**config.mk**
```make
export PLATFORM = sky130hd
export DESIGN_NAME = dma_engine
export DESIGN_NICKNAME = d
export VERILOG_FILES = /design/src/rtl/dma_engine.sv
export SDC_FILE = /design/constraint.sdc
export NUM_CORES = 1
export LEC_CHECK = 0
export CORE_MARGIN = 2
export CORE_UTILIZATION = 49
export DETAILED_ROUTE_END_ITERATION = 6
export PLACE_DENSITY = 0.95
export SYNTH_ARGS = -nofsm -noshare
export SYNTH_HDL_FRONTEND = slang
export SYNTH_SLANG_ARGS = --single-unit
```
**constraint.sdc**
```tcl
create_clock -name phi2 -period 2.8 [get_ports phi2]
set_input_delay 0.56 -clock phi2 [delete_from_list [all_inputs] [get_ports phi2]]
set_output_delay 0.56 -clock phi2 [all_outputs]
set_load 0.03 [all_outputs]
```
**src/rtl/dma_engine.sv**
```systemverilog
// Multi-channel memory-to-memory DMA that halts the CPU and moves len bytes as
// alternating read/write bus cycles. Lowest-index pending channel wins.
module dma_engine #(
    parameter int ADDR_WIDTH = 16,
    parameter int REG_WIDTH  = 8,
    parameter int CHANNELS   = 2,
    parameter int LEN_WIDTH  = 9
) (
    input  logic                           phi2,
    input  logic                           reset,
    input  logic [CHANNELS-1:0]            req,
    input  logic [CHANNELS*ADDR_WIDTH-1:0] src_addr,
    input  logic [CHANNELS*ADDR_WIDTH-1:0] dst_addr,
    input  logic [CHANNELS*LEN_WIDTH-1:0]  len,
    input  logic [CHANNELS-1:0]            dst_fixed,
    input  logic                           cpu_rw_n,
    input  logic [REG_WIDTH-1:0]           d_in,
    output logic                           rdy,
    output logic                           bus_en,
    output logic [ADDR_WIDTH-1:0]          A,
    output logic [REG_WIDTH-1:0]           d_out,
    output logic                           R_W_n,
    output logic [CHANNELS-1:0]            done,
    output logic                           busy,
    output logic [2:0]                     active_ch
);

    typedef enum logic [2:0] {
        S_IDLE  = 3'd0,
        S_HALT  = 3'd1,
        S_ALIGN = 3'd2,
        S_READ  = 3'd3,
        S_WRITE = 3'd4,
        S_DONE  = 3'd5
    } state_t;

    state_t                  state_q, state_d;
    logic [CHANNELS-1:0]     pending_q, pending_d;
    logic [ADDR_WIDTH-1:0]   src_q, src_d;
    logic [ADDR_WIDTH-1:0]   dst_q, dst_d;
    logic [LEN_WIDTH-1:0]    cnt_q, cnt_d;
    logic                    fixed_q, fixed_d;
    logic [REG_WIDTH-1:0]    data_q, data_d;
    logic [2:0]              ch_q, ch_d;

    logic                    sel_vld;
    logic [2:0]              sel_ch;
    logic [ADDR_WIDTH-1:0]   sel_src;
    logic [ADDR_WIDTH-1:0]   sel_dst;
    logic [LEN_WIDTH-1:0]    sel_len;
    logic                    sel_fixed;
    logic                    take;

    // Scan downwards so the lowest-index pending channel is the last assignment.
    always_comb begin
        sel_vld   = 1'b0;
        sel_ch    = '0;
        sel_src   = '0;
        sel_dst   = '0;
        sel_len   = '0;
        sel_fixed = 1'b0;
        for (int i = CHANNELS - 1; i >= 0; i--) begin
            if (pending_q[i]) begin
                sel_vld   = 1'b1;
                sel_ch    = 3'(i);
                sel_src   = src_addr[i*ADDR_WIDTH +: ADDR_WIDTH];
                sel_dst   = dst_addr[i*ADDR_WIDTH +: ADDR_WIDTH];
                sel_len   = len[i*LEN_WIDTH +: LEN_WIDTH];
                sel_fixed = dst_fixed[i];
            end
        end
    end

    assign take = (state_q == S_IDLE) && sel_vld;

    // State register
    always_ff @(posedge phi2) begin
        if (reset) begin
            state_q <= S_IDLE;
        end else begin
            state_q <= state_d;
        end
    end

    // Next-state logic
    always_comb begin
        state_d = state_q;
        case (state_q)
            S_IDLE: begin
                if (sel_vld) begin
                    state_d = (sel_len == '0) ? S_DONE : S_HALT;
                end
            end
            S_HALT: begin
                // A CPU write cycle cannot be stretched, so only leave on a read.
                if (cpu_rw_n) begin
                    state_d = S_ALIGN;
                end
            end
            S_ALIGN: state_d = S_READ;
            S_READ:  state_d = S_WRITE;
            S_WRITE: state_d = (cnt_q == LEN_WIDTH'(1)) ? S_DONE : S_READ;
            S_DONE:  state_d = S_IDLE;
            default: state_d = S_IDLE;
        endcase
    end

    // Datapath next-state
    always_comb begin
        src_d   = src_q;
        dst_d   = dst_q;
        cnt_d   = cnt_q;
        fixed_d = fixed_q;
        data_d  = data_q;
        ch_d    = ch_q;
        for (int i = 0; i < CHANNELS; i++) begin
            pending_d[i] = (pending_q[i] && !(take && (sel_ch == 3'(i)))) || req[i];
        end
        case (state_q)
            S_IDLE: begin
                if (sel_vld) begin
                    src_d   = sel_src;
                    dst_d   = sel_dst;
                    cnt_d   = sel_len;
                    fixed_d = sel_fixed;
                    ch_d    = sel_ch;
                end
            end
            S_READ: data_d = d_in;
            S_WRITE: begin
                src_d = src_q + ADDR_WIDTH'(1);
                if (!fixed_q) begin
                    dst_d = dst_q + ADDR_WIDTH'(1);
                end
                cnt_d = cnt_q - LEN_WIDTH'(1);
            end
            default: ;
        endcase
    end

    always_ff @(posedge phi2) begin
        if (reset) begin
            pending_q <= '0;
            src_q     <= '0;
            dst_q     <= '0;
            cnt_q     <= '0;
            fixed_q   <= 1'b0;
            data_q    <= '0;
            ch_q      <= '0;
        end else begin
            pending_q <= pending_d;
            src_q     <= src_d;
            dst_q     <= dst_d;
            cnt_q     <= cnt_d;
            fixed_q   <= fixed_d;
            data_q    <= data_d;
            ch_q      <= ch_d;
        end
    end

    // Output logic: idle bus is parked at A=0, d_out=0, read.
    always_comb begin
        rdy    = 1'b1;
        bus_en = 1'b0;
        A      = '0;
        d_out  = '0;
        R_W_n  = 1'b1;
        case (state_q)
            S_HALT, S_ALIGN: rdy = 1'b0;
            S_READ: begin
                rdy    = 1'b0;
                bus_en = 1'b1;
                A      = src_q;
            end
            S_WRITE: begin
                rdy    = 1'b0;
                bus_en = 1'b1;
                A      = dst_q;
                d_out  = data_q;
                R_W_n  = 1'b0;
            end
            default: ;
        endcase
        for (int i = 0; i < CHANNELS; i++) begin
            done[i] = (state_q == S_DONE) && (ch_q == 3'(i));
        end
    end

    assign busy      = (state_q != S_IDLE);
    assign active_ch = ch_q;

endmodule

```
# Yosys cells after proc, flatten, opt, wreduce, memory -nomap -nowiden
# Cells that the tools add are included.
# word_totals
regBits,58
latchBits,0
ram_bits,0
mem_bits_ro,0
input_bits,97
output_inout_bits,33
wordCells,74
memories,0
# classes
n_addsub,3
mul,0
div,0
order_cmp,0
eq_ne,11
shifts,0
muxes,29
bitwise,0
n_reduce_logical,23
# op_table
cell,n
$mux W16,7
$pmux W16 S2,3
$add A16 B1 Y16 const B,2
$mux W9,3
$pmux W9 S2,1
$mux W3,5
$pmux W3 S5,1
$eq A3 B1 Y1 const B,3
$eq A9 B1 Y1 const B,1
$logic_not A3 Y1,3
$logic_not A9 Y1,1
$sub A9 B1 Y9 const B,1
$mux W1,8
$mux W8,1
$logic_and A1 B1 Y1,7
$eq A3 B2 Y1 const B,2
$eq A3 B3 Y1 const B,2
$ne A2 B2 Y1 const B,3
$reduce_and A2 Y1,3
$reduce_or A4 Y1,1
$reduce_and A3 Y1,1
$reduce_bool A3 Y1,1
$logic_not A1 Y1,2
$logic_or A1 B1 Y1,2
other kinds (2),2

# Depth between registers and ports, before layout
# depth
depth_word,7
ltp_mapped,8
depth_no_buf,6

# Worst setup path before layout
# Ideal clock, no wire load.
# synth_timing
path_type,register to output
startpoint,reg state_q[2]
endpoint,out A[4]
t_arrival_ps,2269
required_ps,2240
slack_ps,-29
path_stages_with_launch,8
n_path_buf,4
path_cell_list,dfxtp_1 > buf_4 > nor3b_4 > inv_2 > buf_2 > clkbuf_1 > clkbuf_1 > o21ai_0
# synth_via
elab_chain_cells,2
word_cells_on_any_way,3
cone_classes,eq/ne: 2; mux: 1
# synth_rtl
item,line,rtl
"start, declared",37,"state_t state_q, state_d;"
"start signal, assigned",81,state_q <= state_d;
$eq A3 B3 Y1 or $eq A3 B2 Y1 (tied branches),168,case (state_q)
$pmux W16 S2 (*),168,
"end, declared",20,"output logic [ADDR_WIDTH-1:0] A,"
# Every way passes the cells marked *; elsewhere a longest branch is shown, timed or not.

# Worst setup path in the final report
# layout_timing
startpoint,reg state_q[2]
endpoint,out d_out[4]
# layout_via
elab_chain_cells,2
# layout_rtl
item,line,rtl
$eq A3 B3 Y1,168,
$mux W8,168,
"end, declared",21,"output logic [REG_WIDTH-1:0] d_out,"
# Every way passes these cells.

==> flow_summary.json <==
{
  "r2r_setup_slack_ns": 0.77,
  "die_w_um": 90.7,
  "numClockSinks": 56,
  "grt_pass1_wl_um": 20400,
  "yosys.area.top_type": "dfxtp_1",
  "fin_worst_skew_ns": 0.0118,
  "end_kind": "output pin",
  "routed_wl_um": 12700,
  "route.detailed.drc": 0,
  "die_area_um2": 8230,
  "synth_area_per_cell_um2": 7.69,
  "internal-power_uw": 1850,
  "yosys.area.top_type_share": 0.304,
  "rsz0062_at_grt": "no",
  "cts_buffer_depth": 2,
  "crit_required_ns": 2.24,
  "powerDensity_nw_per_um2": 605,
  "port_buffers": 127,
  "cts-root-buf": "clkbuf_8",
  "slew_headroom": 0.593,
  "wl_per_cell_um": 18.4,
  "maxCapViolCount": 0,
  "antenna_cells": 0,
  "die_h_um": 90.7,
  "ir_drop_mv": 0.347,
  "overflow": 0,
  "finalHoldViolCount": 0,
  "p_seq_frac": 0.376,
  "synth_cell_types": 60,
  "hp-class": "reg -> reg",
  "num-fill-cells": 589,
  "pre_cts_ws_ns": 0.376,
  "post-route-period-util": 0.951,
  "arrival_ns": 2.10,
  "cts_setup_buffers": 0,
  "finalSetupViolCount": 0,
  "switching_share": 0.405,
  "fmax_mhz": 376,
  "fin_nets": 689,
  "syn_inst": 479,
  "netlist_area_um2": 3680,
  "ant_nets": 0,
  "grt_pass1_vias": 4137,
  "gp_congestion": 1.02,
  "cpMaxStageDelayCell": "clkdlybuf4s50_1",
  "startpoint_type": "register",
  "grtUsageTotal": 0.300,
  "async_reset_ff_frac": 0,
  "ys_ff_latch": 56,
  "cts_buffers": 5,
  "clk_pin_slew_ns": 0.10,
  "clk_latency_ns": 0.31,
  "antenna_found_initial": 0,
  "syn_to_final_growth_pct": 39.7,
  "dr.pass1.iters": 5,
  "synth_commonest_cells": "56 x dfxtp_1, 44 x a21oi_1, 40 x nand2_1",
  "drive_above_1_share": 0.0934,
  "p_switching_uw": 1260,
  "yosysSeqAreaShare": 0.304,
  "power_uw": 3110,
  "fin_ws_ns": 0.137,
  "grt_max_degree": 39,
  "tightest_slew_ns": 0.605,
  "worstSetupPathType": "reg -> out",
  "combPwrFrac": 0.439,
  "dp.final_hpwl_um": 9600,
  "hold_buffers": 0,
  "leakagePower_uw": 0.00184,
  "synth_edf_count": 0,
  "synth_ff_type": "dfxtp_1",
  "maxSlewViolCount": 0,
  "min-delay-start": "data_q[7]",
  "fp-row-count": 31,
  "vias": 4424,
  "start_util": 0.508,
  "outcome": "completed",
  "cts-htree-levels": 2,
  "worstReg2RegStart": "state_q[2]",
  "clkPwrFrac": 0.186,
  "core_area_um2": 7250,
  "yosys_warnings": 0,
  "cp_cell_sequence": "nor3b_4 -> buf_4 -> and2_1 -> clkdlybuf4s50_1",
  "yosys-top-cells-area": "dfxtp_1 30%, a21oi_1 6.0%, a22o_1 5.7%",
  "tritoncts": "built",
  "crit_start": "state_q[2]",
  "post_cts_resized": 0,
  "ios": 130,
  "max_stage_delay_ns": 0.66,
  "drt_iter0_drc": 439,
  "viasPerCell": 6.43,
  "min_period_ns": 2.66,
  "synth_most_common_cell": "dfxtp_1",
  "crit_fanout": 12
}
==> metal layers <==
metal,wire length (µm),up-vias,GRT usage
met5,0,-,0
met4,331,0,0.100
met3,1330,37,0.0668
met2,6050,284,0.509
met1,4980,2028,0.374
li1,-,2075,-
==> cell usage in the layout (no fill, tap or decap), types with 3 or more instances in the layout <==
| cell | synthesis | final |
|---|---|---|
| clkdlybuf4s50_1 | 0 | 108 |
| dfxtp_1 | 56 | 56 |
| a21oi_1 | 44 | 44 |
| nand2_1 | 40 | 40 |
| buf_4 | 3 | 35 |
| a22o_1 | 24 | 24 |
| o21ai_0 | 21 | 21 |
| nand3_1 | 19 | 19 |
| nor3_1 | 18 | 18 |
| nor4_1 | 18 | 18 |
| nor2_1 | 17 | 17 |
| inv_1 | 14 | 14 |
| nand4_1 | 14 | 14 |
| a22oi_1 | 13 | 13 |
| and2_1 | 10 | 10 |
| and3_1 | 10 | 10 |
| a221oi_1 | 10 | 10 |
| o22ai_1 | 8 | 8 |
| o211ai_1 | 8 | 8 |
| clkbuf_8 | 0 | 7 |
| a211oi_1 | 6 | 6 |
| a31oi_1 | 6 | 6 |
| a221o_1 | 6 | 6 |
| a311oi_1 | 5 | 5 |
| nor2b_1 | 5 | 4 |
| or3_1 | 4 | 4 |
| mux2i_1 | 4 | 4 |
| ha_1 | 4 | 4 |
| nor3b_1 | 3 | 3 |
| o22a_1 | 3 | 3 |
| o32a_1 | 3 | 3 |
| a211o_1 | 3 | 3 |
| o31a_1 | 3 | 3 |
| a2111oi_0 | 3 | 3 |
| and4_1 | 3 | 3 |
==> critical path: cells and delay by family, from the launching register on <==
family                 cells  cell delay [ns]
DFF                        1             0.52
buffers and inverters      2             0.86
and+or+nand+nor            2             0.42
==> state kept, by name, summed over array words and instances (netlist names) <==
name,cells
data_q,8
active_ch,1
dst_q,16
src_q,16
fixed_q,1
pending_q,2
cnt_q,9
state_q,3
==> through the flow <==
step           area (µm²)  utilization  hold slack [ns]  TNS, ns  std cells
6_report             5140        0.709            0.459        0        688
4_1_cts              5140        0.708            0.461        0        687
5_1_grt              5140        0.709            0.473        0        688
2_1_floorplan        3690            -            0.432  -0.0587        480
3_3_place_gp         5010        0.691            0.443        0        679
3_5_place_dp         5010        0.691            0.445        0        679
==> layout make-up <==
| cell class | instances | area, µm² | area share |
|---|---|---|---|
| flip-flops and latches | 56 | 1120 | 0.218 |
| inverters | 15 | 56.3 | 0.0109 |
| multi-input cells | 364 | 2330 | 0.453 |
| well taps | 99 | 124 | 0.0241 |
| clock buffers | 7 | 96.3 | 0.0187 |
| repair buffers | 146 | 1390 | 0.270 |
| clock inverters | 1 | 30.0 | 0.00584 |
==> power groups by stage <==
stage	registers, µW	logic [µW]	clock network, µW
final	1170	1370	578
after detailed placement	1180	1340	0
after global placement	1170	1300	0
after CTS	1160	1340	580
after global routing	1190	1470	605
after floorplan	1100	877	0
==> final timing paths <==
check	endpoint	cells past startpoint
max	d_out[4]	4
min	data_q[7]	2
max reg2reg	src_q[15]	6
min reg2reg	data_q[7]	2
==> cells by family after synthesis <==
family | after synthesis | share of synthesized area
adders and majority gates | 4 | 0.0136
buffers and inverters | 60 | 0.0652
other | 1 | 0.00102
AOI/OAI and AO/OA | 181 | 0.348
muxes | 5 | 0.0139
DFF | 56 | 0.304
and+or+nand+nor | 172 | 0.254
Note: power is estimated with default switching activity, not from simulation.
